### config.mk
export PLATFORM = sky130hd
export DESIGN_NAME = mem_arbiter
export DESIGN_NICKNAME = d
export VERILOG_FILES = /design/src/rtl/fpga80186_pkg.sv /design/src/rtl/mem_arbiter.sv
export SDC_FILE = /design/constraint.sdc
export NUM_CORES = 1
export LEC_CHECK = 0
export BUFFER_PORTS_ARGS = -buffer_cell sky130_fd_sc_hd__buf_2
export CORE_MARGIN = 3
export CORE_UTILIZATION = 44
export CTS_BUF_LIST = sky130_fd_sc_hd__clkbuf_8
export CTS_CLUSTER_SIZE = 16
export DETAILED_ROUTE_END_ITERATION = 8
export PLACE_DENSITY = 0.79
export SLEW_MARGIN = 30
export SYNTH_ARGS = -nofsm -noshare
export SYNTH_HDL_FRONTEND = slang
export SYNTH_SLANG_ARGS = --single-unit
### constraint.sdc
create_clock -name clk_cpu -period 1.55 [get_ports clk_cpu]
set_input_delay 0 -clock clk_cpu [delete_from_list [all_inputs] [get_ports clk_cpu]]
set_output_delay 0 -clock clk_cpu [all_outputs]
set_load 0.01 [all_outputs]
### src/rtl/fpga80186_pkg.sv
// Shared types and bus-width defaults for the fpga80186 memory subsystem.
package fpga80186_pkg;

    localparam int ADDR_W_DEF = 20;
    localparam int DATA_W_DEF = 16;
    localparam int WAIT_CNT_W = 4;

    typedef enum logic [1:0] {
        IDLE,
        CPU_XFER,
        VGA_XFER,
        DONE
    } arb_state_t;

endpackage

### src/rtl/mem_arbiter.sv
// CPU/VGA single-port memory arbiter: VGA priority, CPU anti-starvation.
// Define MEM_ARB_TIMEOUT_EN to enable the transfer watchdog and mem_err.
module mem_arbiter
    import fpga80186_pkg::*;
#(
    parameter int ADDR_W       = ADDR_W_DEF,
    parameter int DATA_W       = DATA_W_DEF,
    parameter int CPU_MAX_WAIT = 8
) (
    input  logic              clk_cpu,
    input  logic              rst_n,

    input  logic              cpu_req,
    input  logic              cpu_we,
    input  logic [ADDR_W-1:0] cpu_addr,
    input  logic [DATA_W-1:0] cpu_wdata,
    output logic [DATA_W-1:0] cpu_rdata,
    output logic              cpu_ready,

    input  logic              vga_req,
    input  logic [ADDR_W-1:0] vga_addr,
    output logic [DATA_W-1:0] vga_rdata,
    output logic              vga_ready,

    output logic              mem_req,
    output logic              mem_we,
    output logic [ADDR_W-1:0] mem_addr,
    output logic [DATA_W-1:0] mem_wdata,
    input  logic [DATA_W-1:0] mem_rdata,
    input  logic              mem_ack,

    output logic              mem_err
);

    localparam logic [WAIT_CNT_W-1:0] WAIT_MAX = '1;
    localparam logic [WAIT_CNT_W-1:0] WAIT_LIM = WAIT_CNT_W'(CPU_MAX_WAIT);

    arb_state_t            state_q, state_d;
    logic [WAIT_CNT_W-1:0] wait_q, wait_d;
    logic                  mem_req_q, mem_req_d;
    logic                  mem_we_q, mem_we_d;
    logic [ADDR_W-1:0]     mem_addr_q, mem_addr_d;
    logic [DATA_W-1:0]     mem_wdata_q, mem_wdata_d;
    logic [DATA_W-1:0]     cpu_rdata_q, cpu_rdata_d;
    logic [DATA_W-1:0]     vga_rdata_q, vga_rdata_d;
    logic                  cpu_ready_q, cpu_ready_d;
    logic                  vga_ready_q, vga_ready_d;

    logic                  cpu_win;
    logic                  vga_win;
    logic                  xfer_end;
    logic [DATA_W-1:0]     xfer_data;

`ifdef MEM_ARB_TIMEOUT_EN
    localparam logic [7:0] TMO_LAST = 8'd254;

    logic [7:0]            tmo_q, tmo_d;
    logic                  err_q, err_d;
`endif

    // VGA normally wins a tie; a CPU that has lost too often is forced through.
    assign cpu_win = cpu_req && (!vga_req || (wait_q >= WAIT_LIM));
    assign vga_win = vga_req && !cpu_win;

    always_comb begin
        state_d     = state_q;
        wait_d      = wait_q;
        mem_req_d   = mem_req_q;
        mem_we_d    = mem_we_q;
        mem_addr_d  = mem_addr_q;
        mem_wdata_d = mem_wdata_q;
        cpu_rdata_d = cpu_rdata_q;
        vga_rdata_d = vga_rdata_q;
        cpu_ready_d = 1'b0;
        vga_ready_d = 1'b0;
        xfer_end    = 1'b0;
        xfer_data   = mem_rdata;
`ifdef MEM_ARB_TIMEOUT_EN
        tmo_d       = tmo_q;
        err_d       = err_q;
`endif

        if (!cpu_req) begin
            wait_d = '0;
        end

        unique case (state_q)
            IDLE: begin
                unique case (1'b1)
                    cpu_win: begin
                        state_d     = CPU_XFER;
                        mem_req_d   = 1'b1;
                        mem_we_d    = cpu_we;
                        mem_addr_d  = cpu_addr;
                        mem_wdata_d = cpu_wdata;
                        wait_d      = '0;
`ifdef MEM_ARB_TIMEOUT_EN
                        tmo_d       = '0;
`endif
                    end
                    vga_win: begin
                        state_d     = VGA_XFER;
                        mem_req_d   = 1'b1;
                        mem_we_d    = 1'b0;
                        mem_addr_d  = vga_addr;
                        mem_wdata_d = '0;
                        if (cpu_req && (wait_q != WAIT_MAX)) begin
                            wait_d = wait_q + 1'b1;
                        end
`ifdef MEM_ARB_TIMEOUT_EN
                        tmo_d       = '0;
`endif
                    end
                    default: begin
                    end
                endcase
            end

            CPU_XFER, VGA_XFER: begin
                if (mem_ack) begin
                    xfer_end = 1'b1;
                end
`ifdef MEM_ARB_TIMEOUT_EN
                else if (tmo_q == TMO_LAST) begin
                    // 255th cycle without ack: abort with poisoned data.
                    xfer_end  = 1'b1;
                    xfer_data = '1;
                    err_d     = 1'b1;
                end else begin
                    tmo_d = tmo_q + 8'd1;
                end
`endif
                if (xfer_end) begin
                    state_d   = DONE;
                    mem_req_d = 1'b0;
                    if (state_q == CPU_XFER) begin
                        cpu_rdata_d = xfer_data;
                        cpu_ready_d = 1'b1;
                    end else begin
                        vga_rdata_d = xfer_data;
                        vga_ready_d = 1'b1;
                    end
                end
            end

            DONE: begin
                state_d = IDLE;
            end

            default: begin
                state_d = IDLE;
            end
        endcase
    end

    always_ff @(posedge clk_cpu or negedge rst_n) begin
        if (!rst_n) begin
            state_q     <= IDLE;
            wait_q      <= '0;
            mem_req_q   <= 1'b0;
            mem_we_q    <= 1'b0;
            mem_addr_q  <= '0;
            mem_wdata_q <= '0;
            cpu_rdata_q <= '0;
            vga_rdata_q <= '0;
            cpu_ready_q <= 1'b0;
            vga_ready_q <= 1'b0;
        end else begin
            state_q     <= state_d;
            wait_q      <= wait_d;
            mem_req_q   <= mem_req_d;
            mem_we_q    <= mem_we_d;
            mem_addr_q  <= mem_addr_d;
            mem_wdata_q <= mem_wdata_d;
            cpu_rdata_q <= cpu_rdata_d;
            vga_rdata_q <= vga_rdata_d;
            cpu_ready_q <= cpu_ready_d;
            vga_ready_q <= vga_ready_d;
        end
    end

`ifdef MEM_ARB_TIMEOUT_EN
    always_ff @(posedge clk_cpu or negedge rst_n) begin
        if (!rst_n) begin
            tmo_q <= '0;
            err_q <= 1'b0;
        end else begin
            tmo_q <= tmo_d;
            err_q <= err_d;
        end
    end

    assign mem_err = err_q;
`else
    assign mem_err = 1'b0;
`endif

    assign cpu_rdata = cpu_rdata_q;
    assign cpu_ready = cpu_ready_q;
    assign vga_rdata = vga_rdata_q;
    assign vga_ready = vga_ready_q;
    assign mem_req   = mem_req_q;
    assign mem_we    = mem_we_q;
    assign mem_addr  = mem_addr_q;
    assign mem_wdata = mem_wdata_q;

endmodule
==> run metrics, run 1 <==
Tcrit/Tclk final 1.01; GRT Util Overall 0.247; crit path buf inv count 2; hpwl dp 5.80 mm; Yosys reg bits between 70 and 80; max incr delay on CP 370 ps; CTS buffer count 9; number of antenna diodes 0; number of synthesized flops with an enable pin 0; initial antenna violation count 0; Power Density 1800 nW/um2; FF/Latch Area slightly below 2000 um2; predominant post-synthesis flop cell dfrtp_1; vias in the first global route 3,309; Post-DRT Antenna Nets 0; critical path class reg -> reg; PortBufs 149; Synth top area share 0.598; Slowest cell on crit path dfrtp_1; setup slack at placement -48.4 ps; Pint 6100 uW; via count just over 3,000; failing checks negative setup slack; clock sinks 78; Layout area overhead 61.0%; Starting Density 0.468; Core Region 6980 um2; Critical Path Fanout Max 9; Reg power frac 0.367; initial DRC count about 140; Post-DP Area around 4200 um2; Fin. Hold Viols 0; Fillers roughly 450; min setup slack post-route -15.1 ps; die height between 90 and 100 um; unrepaired setup endpoints after global routing yes; Multi-input gate area 1230 um2; CTS root buffer clkbuf_8; sequence of cells on the critical path inv_2 > ha_4 > nand2_2 > or2_4 > buf_12 > mux2_4; Max Buffers Root-to-Sink 2; CP endpoint kind flop; Power, Total 9440 uW; fin util 0.753; Die ar. 8490 um2; combinational power share 0.467; ys async rst share 1.00; sw frac 0.354; delay-heaviest family, CP flip-flops; H-tree depth 3; leading area contributor after synthesis dfrtp_1; global-route wire length before repair roughly 16 mm; leak pwr 0.00263 uW; Setup Viol. Count Final 10; Max-cap violations 0; Ys Warns 0; CTS tree done; CP required around 1800 ps; Peak VDD IR a little over 0.8 mV; First-pass DRT Iterations 6; Mapped Area 3270 um2; layout cells sized above 1 0.444; Post-Route WL about 10 mm; clock share of power 0.166; Seq/Total Area, Yosys 0.598; NetSw 3340 uW; CP Data Arrival Time about 1800 ps; Die W 92.2 um; crit path launch type flop; Site Rows 30; cells after synthesis about 270; crit path time final 1570 ps; nets just under 600; drc violations 0; Post-Syn Nets 355; insertion delay to the later sink of the worst-skew pair 340 ps; mean number of vias per cell slightly above 5; Mapped Avg Cell Area 12.0 um2; design area 5260 um2; gpl congestion approximately 0.76; type of the worst min-delay path in -> reg; Clock Skews 6.58 ps; CTS clk-pin slew, worst paths roughly 80 ps; grt total ovfl 0; largest net degree at the start of global routing 42; status finished with violations; Placed Cells 512; Non-Filler Instances 610; dominant cells by area after synthesis dfrtp_1 60%, mux2_2 8.6%, a21oi_1 6.6%; Max Clk Rate around 0.64 GHz; fin. max-slew vios 0; post-synthesis cell type count 31; num ports 151; WL per Instance between 15 and 20 um
kinds of logic after synthesis:
| logic type | synth area share |
|---|---|
| AND/OR/NAND/NOR | 0.0770 |
| adder cells (fa/ha/maj) | 0.0192 |
| multiplexers | 0.134 |
| flip-flops | 0.598 |
| AO/OA/AOI/OAI | 0.133 |
| buffers and inverters | 0.0387 |
| other | 0.00115 |
path summary, 6_finish.rpt:
path / from / to / slack (ps) / depth (start not counted)
worst max-delay path: state_q[0] / vga_rdata[4] / -20 / 6
worst min-delay path: vga_addr[7] / mem_addr[7] / 20 / 3
worst max register to register: state_q[0] / vga_rdata[4] / -20 / 6
worst min register to register: mem_we / mem_we / 510 / 1
max in group asynchronous: rst_n / vga_rdata[3] / 250 / 4
min in group asynchronous: rst_n / vga_rdata[4] / 540 / 3
power by group through the flow:
stage / clock [uW] / sequential [uW] / combinational, uW
floorplan: 0 / 3850 / 1940
global placement: 0 / 3420 / 3790
detailed placement: 0 / 3450 / 3950
CTS: 1590 / 3430 / 4290
global route: 1690 / 3580 / 4750
finish: 1560 / 3470 / 4410
registers in the layout, indices dropped and copies added, names as in the netlist:
name / flops
wait_q: 4
mem_addr: 20
vga_ready: 1
cpu_rdata: 16
mem_req: 1
vga_rdata: 16
mem_wdata: 16
state_q: 2
mem_we: 1
cpu_ready: 1
synth_stat cells (2+ instances only):
cell type,count
a21oi_1,43
a22o_1,17
buf_2,10
clkbuf_1,4
dfrtp_1,78
ha_1,5
inv_1,6
mux2_2,25
mux2_4,9
mux2i_1,2
nand2_1,27
nor2_1,23
nor2b_1,4
o21a_1,2
per-stage QoR:
| stage | hold WS (ps) | TNS [ps] |
|---|---|---|
| after floorplan | -296 | -567 |
| after global placement | -170 | -76.5 |
| after detailed placement | -171 | -509 |
| after CTS | 9.22 | -293 |
| after global routing | 0.213 | -669 |
| final | 19.0 | -85.3 |
routing by layer:
layer | GRT usage | share of wire
met1 | 0.276 | 0.38
met2 | 0.434 | 0.51
met3 | 0.0574 | 0.065
met4 | 0.132 | 0.039
met5 | 0 | 0
worst reg2reg max path, delay by kind of cell, from the launching register on:
| family | cells | cell delay, ps |
|---|---|---|
| adder cells (fa/ha/maj) | 1 | 270 |
| buffers and inverters | 2 | 220 |
| flip-flops | 1 | 370 |
| multiplexers | 1 | 290 |
| AND/OR/NAND/NOR | 2 | 300 |
cell usage in the layout, fill, tap and decap left out, drive strengths merged, types with 2 or more instances in the layout:
cell type      n
inv            7
o21a           2
a21boi         2
dfrtp         78
clkbuf        10
nand2         27
ha             5
mux2          34
nor2          24
buf          166
mux2i          2
a22o          17
clkinv         3
a21oi         43
dlygate4sd3   77
nor2b          4
o21ai          2
repair_timing:
action | 4_1_cts | 5_1_grt
pin swaps | 2 | 1
hold endpoints to repair | 152 | 0
hold buffers | 77 | 0
setup buffers | 2 | 2
cloned | 1 | 0
setup endpoints to repair | 16 | 19
resized for setup | 5 | 3
area by class of cell:
cell class                      instances  share of cell area
Tap cell                               96              0.0229
Inverter                                6             0.00428
Multi-Input combinational cell        171               0.233
Clock buffer                           10              0.0262
Clock inverter                          6              0.0131
Timing Repair Buffer                  243               0.329
Sequential cell                        78               0.371
No activity file was read; power rests on OpenSTA's default activity.
==> run 2, diff against run 1 <==
- ABC_CLOCK_PERIOD_IN_PS: default -> 1700
- CORE_UTILIZATION: 44 -> 48
- CTS_CLUSTER_SIZE: 16 -> default
- PLACE_DENSITY: 0.79 -> 0.82
- clock period: 1.55 -> 1.7 ns (I/O delays scaled with it)
==> run 2 against run 1 <==
The run now ends clean. Via count shrank 4.8%. Wire length shrank 4.7%. Core utilization grew 4.4 points. Sequential share of layout area grew 0.79 points. Final area shrank 2.1%. Final cell count shrank 4.6%. Critical path depth is the same.
==> run metrics, run 2 (synthesis gave the netlist of run 1 again) <==
WL per Instance roughly 16 um; hold path depth 3; Core Region 6460 um2; nets approximately 600; type of the worst min-delay path in -> reg; crit path buf inv count 2; largest net degree at the start of global routing 47; leak pwr 0.00259 uW; Die W 88.5 um; commonest cells after routing, fill and taps aside 148 x buf_2, 78 x dfrtp_1, 75 x dlygate4sd3_1, 43 x a21oi_1, 27 x nand2_1; clock sinks 78; layout cells sized above 1 0.423; First-pass DRT Iterations 4; Setup Viol. Count Final 0; GRT Util Overall 0.251; initial DRC count 145; Power, Total between 8000 and 9000 uW; H-tree depth 3; delay-heaviest family, CP flip-flops; reg2reg setup slack 90 ps; crit path time final 1610 ps; stages on the worst setup path 6; Post-DRT Antenna Nets 0; fin. max-slew vios 0; CTS tree done; max incr delay on CP 350 ps; Site Rows 29; Max Buffers Root-to-Sink 2; vias in the first global route 3,084; num ports 151; CP endpoint kind flop; CTS root buffer clkbuf_8; final setup TNS 0 ps; global-route wire length before repair 14.8 mm; CTS clk-pin slew, worst paths 70 ps; CP required 1910 ps; Peak VDD IR 0.859 mV; Max-cap violations 0; CTS buffer count 9; Post-Route WL roughly 9.5 mm; critical path class reg -> reg; drc violations 0; Power Density ~1600 nW/um2; Max Clk Rate 0.620 GHz; Starting Density 0.506; Reg2Reg Depth 6; unrepaired setup endpoints after global routing no; Clock Skews 10.0 ps; CP Data Arrival Time 1820 ps; mean number of vias per cell between 5 and 6; worst slew margin relative to its limit 0.601; via count 2,953; most common cell after layout, fill and taps aside buf_2; initial antenna violation count 0; grt total ovfl 0; sequence of cells on the critical path inv_1 > ha_4 > nand2_1 > or2_1 > buf_12 > mux2_4; insertion delay to the later sink of the worst-skew pair ~330 ps; status finished, final reports clean; crit path launch type flop; die height a little under 90 um; Slowest cell on crit path dfrtp_1; max reg flops 20; gpl congestion 0.785; Die ar. 7830 um2; Layout area overhead 57.6%; Tcrit/Tclk final 0.948; Critical Path Fanout Max 17; Fin. Hold Viols 0; Tightest Pin Transition 599 ps; PortBufs about 150; hpwl dp 5.66 mm
-- run 2: changes by cell type in the layout (fill, tap and decap cells not counted), sizes merged --
cell	delta
bufinv	+1
dlygate4sd3	-2
clkinv	-1
buf	-7
clkinvlp	-1
diode	+1
-- run 2: final timing paths --
kind,start,to
setup / recovery,state_q[0],vga_rdata[2]
hold / removal,vga_addr[10],mem_addr[10]
setup reg to reg,state_q[0],vga_rdata[2]
hold reg to reg,mem_wdata[10],mem_wdata[10]
max in group asynchronous,rst_n,mem_addr[17]
min in group asynchronous,rst_n,vga_rdata[0]
-- run 2: metal layers --
metal	share of wire	routed length, um	global-route usage	vias to the layer above
li1	-	-	-	1398
met4	0.019	177	0.0989	0
met2	0.55	5270	0.462	119
met3	0.052	492	0.0493	20
met1	0.37	3560	0.284	1416
met5	0	0	0	-
-- run 2: cell type report --
| cell class | count | area (um2) |
|---|---|---|
| well taps | 77 | 96.3 |
| clock buffers | 10 | 138 |
| clock inverters | 5 | 82.6 |
| inverters | 6 | 22.5 |
| fillers | 408 | 1310 |
| flip-flops and latches | 78 | 1950 |
| multi-input cells | 171 | 1200 |
| diodes | 1 | 2.50 |
| repair buffers | 234 | 1650 |
-- run 2: stage by stage --
stage                      util  setup slack (ps)  hold slack, ps  std cells  area (um2)
final                     0.797              88.2            9.88        582        5150
after global placement    0.643              73.8            40.0        490        4150
after CTS                 0.793             0.509            1.55        580        5120
after detailed placement  0.643              13.8            39.7        490        4150
after global routing      0.796              31.8            17.2        581        5140
after floorplan               -              29.8            -296        272        3270
-- run 2: where the power goes --
part / total, uW / internal [uW] / leakage [uW] / switching [uW]
sequential: 3140 / 2700 / 0.000940 / 447
clock: 1500 / 864 / 0.000113 / 638
combinational: 3740 / 1940 / 0.00154 / 1800
total: 8390 / 5500 / 0.00259 / 2880
-- run 2: worst register-to-register path, stage by stage, from the launching register on --
cell     delay (ps)
dfrtp_1         350
inv_1            90
ha_4            290
nand2_1          60
or2_1           240
buf_12          170
mux2_4          300
-- run 2: repair_timing --
action,in CTS,in global routing
hold buffers,75,0
buffers inserted,0,1
hold endpoints to repair,116,0
resized for setup,0,2
setup endpoints to repair,0,47
==> run 3, diff against run 2 <==
--- a/config.mk
+++ b/config.mk
@@ -12,4 +12,5 @@
 export CTS_BUF_LIST = sky130_fd_sc_hd__clkbuf_8
 export DETAILED_ROUTE_END_ITERATION = 8
+export MAX_ROUTING_LAYER = met4
 export PLACE_DENSITY = 0.82
 export SLEW_MARGIN = 30
==> constraint.sdc (replaced) <==
create_clock -name clk_cpu -period 1.7 [get_ports clk_cpu]
set_input_delay 0 -clock clk_cpu [delete_from_list [all_inputs] [get_ports clk_cpu]]
set_output_delay 0 -clock clk_cpu [all_outputs]
set_load 0.1 [all_outputs]
==> run 3 against run 2 <==
Global-route usage up 0.80 points. Wire length down 0.28%. Core utilization down 0.16 points. First-iteration DRC count up 19%.
==> run metrics, run 3 (synthesis gave the netlist of run 1 again) <==
status finished, final reports clean; Critical Path Fanout Max 17; Clock Skews ~11 ps; Starting Density 0.506; hold path depth 3; Core Region 6460 um2; hold slack 12.6 ps; grt total ovfl 0; GRT met2 Usage 0.461; Max Clk Rate 0.603 GHz; CTS clk-pin slew, worst paths 70 ps; most common cell after layout, fill and taps aside buf_2; Slowest cell on crit path dfrtp_1; CP required ~1900 ps; Die ar. 7830 um2; CP Data Arrival Time 1870 ps; largest net degree at the start of global routing 47; Fin. Hold Viols 0; vias in the first global route 3,077; Max Buffers Root-to-Sink 2; gpl congestion 0.796; layout cells sized above 1 0.423; max incr delay on CP 350 ps; fin util 0.795; crit path launch type flop; design area ~5100 um2; FF/Latch Area 1950 um2; fin. max-slew vios 0; Reg2Reg Depth 6; max reg flops 20; CTS root buffer clkbuf_8; Max-cap violations 0; global-route wire length before repair 14.8 mm; Post-Route WL 9.47 mm; initial antenna violation count 0; sequence of cells on the critical path inv_1 > ha_2 > nand2_1 > or2_1 > buf_12 > mux2_4; Tcrit/Tclk final 0.975; CP endpoint kind flop; die height 88.5 um; Site Rows 29; GRT Util Overall 0.259; insertion delay to the later sink of the worst-skew pair 330 ps; mean number of vias per cell 5.04; H-tree depth 3; hpwl dp roughly 5.7 mm; drc violations 0; GRT Max-Usage Layer met2; Fillers 408; worst slew margin relative to its limit 0.602; Multi-input gate area approximately 1200 um2; met1 usage 0.287; crit path time final 1660 ps; Setup Viol. Count Final 0; CTS tree done; num ports 151; PortBufs around 150; commonest cells after routing, fill and taps aside 148 x buf_2, 78 x dfrtp_1, 75 x dlygate4sd3_1, 43 x a21oi_1, 27 x nand2_1; type of the worst min-delay path in -> reg; CTS buffer count 9; initial DRC count between 150 and 200; Post-DRT Antenna Nets 0; Die W 88.5 um; Layout area overhead 57.3%; clock sinks 78; critical path class reg -> reg; WL per Instance between 15 and 20 um; nets ~580; GR Layer Usage met3 0.0475; via count about 2,900; Tightest Pin Transition 597 ps; First-pass DRT Iterations 4; Post-DP Area 4150 um2
run 3: worst paths after layout:
path | startpoint | end | slack [ps]
setup / recovery | state_q[0] | vga_rdata[2] | 40
hold / removal | vga_addr[10] | mem_addr[10] | 10
setup reg to reg | state_q[0] | vga_rdata[2] | 40
hold reg to reg | mem_wdata[10] | mem_wdata[10] | 500
max in group asynchronous | rst_n | mem_addr[17] | 890
min in group asynchronous | rst_n | vga_rdata[0] | 220
run 3: critical path: cells and delay by family, from the launching register on:
kind | cells | cell delay (ps)
muxes | 1 | 300
DFF | 1 | 350
and+or+nand+nor | 2 | 300
buffers and inverters | 2 | 240
adders and majority gates | 1 | 350
run 3: what timing repair did:
item	4_1_cts	5_1_grt
endpoints found under the hold margin	116	0
buffers inserted	0	1
endpoints found under the setup margin	0	45
gates resized for setup	0	1
hold buffers	75	0
run 3: routing by layer:
layer,vias up,wire (um)
li1,1393,-
met1,1410,3590
met2,109,5220
met3,19,449
met4,0,213
met5,-,0
run 3: through the flow:
stage	setup slack, ps	setup TNS, ps	cells
2_1_floorplan	29.5	0	272
3_3_place_gp	73.8	0	490
3_5_place_dp	13.8	0	490
4_1_cts	0.509	0	580
5_1_grt	-11.5	-23.4	581
6_report	42.7	0	582
run 3: area by class of cell:
class	instances	share of cell area
Clock inverter	5	0.0161
Tap cell	77	0.0188
Inverter	6	0.00438
Antenna cell	1	0.000487
Multi-Input combinational cell	171	0.232
Clock buffer	10	0.0268
Timing Repair Buffer	234	0.321
Sequential cell	78	0.380
Power of run 3 is left out: the tool's default activity adds up to more than one toggle a clock period on the data nets, which glitch-free logic cannot reach.
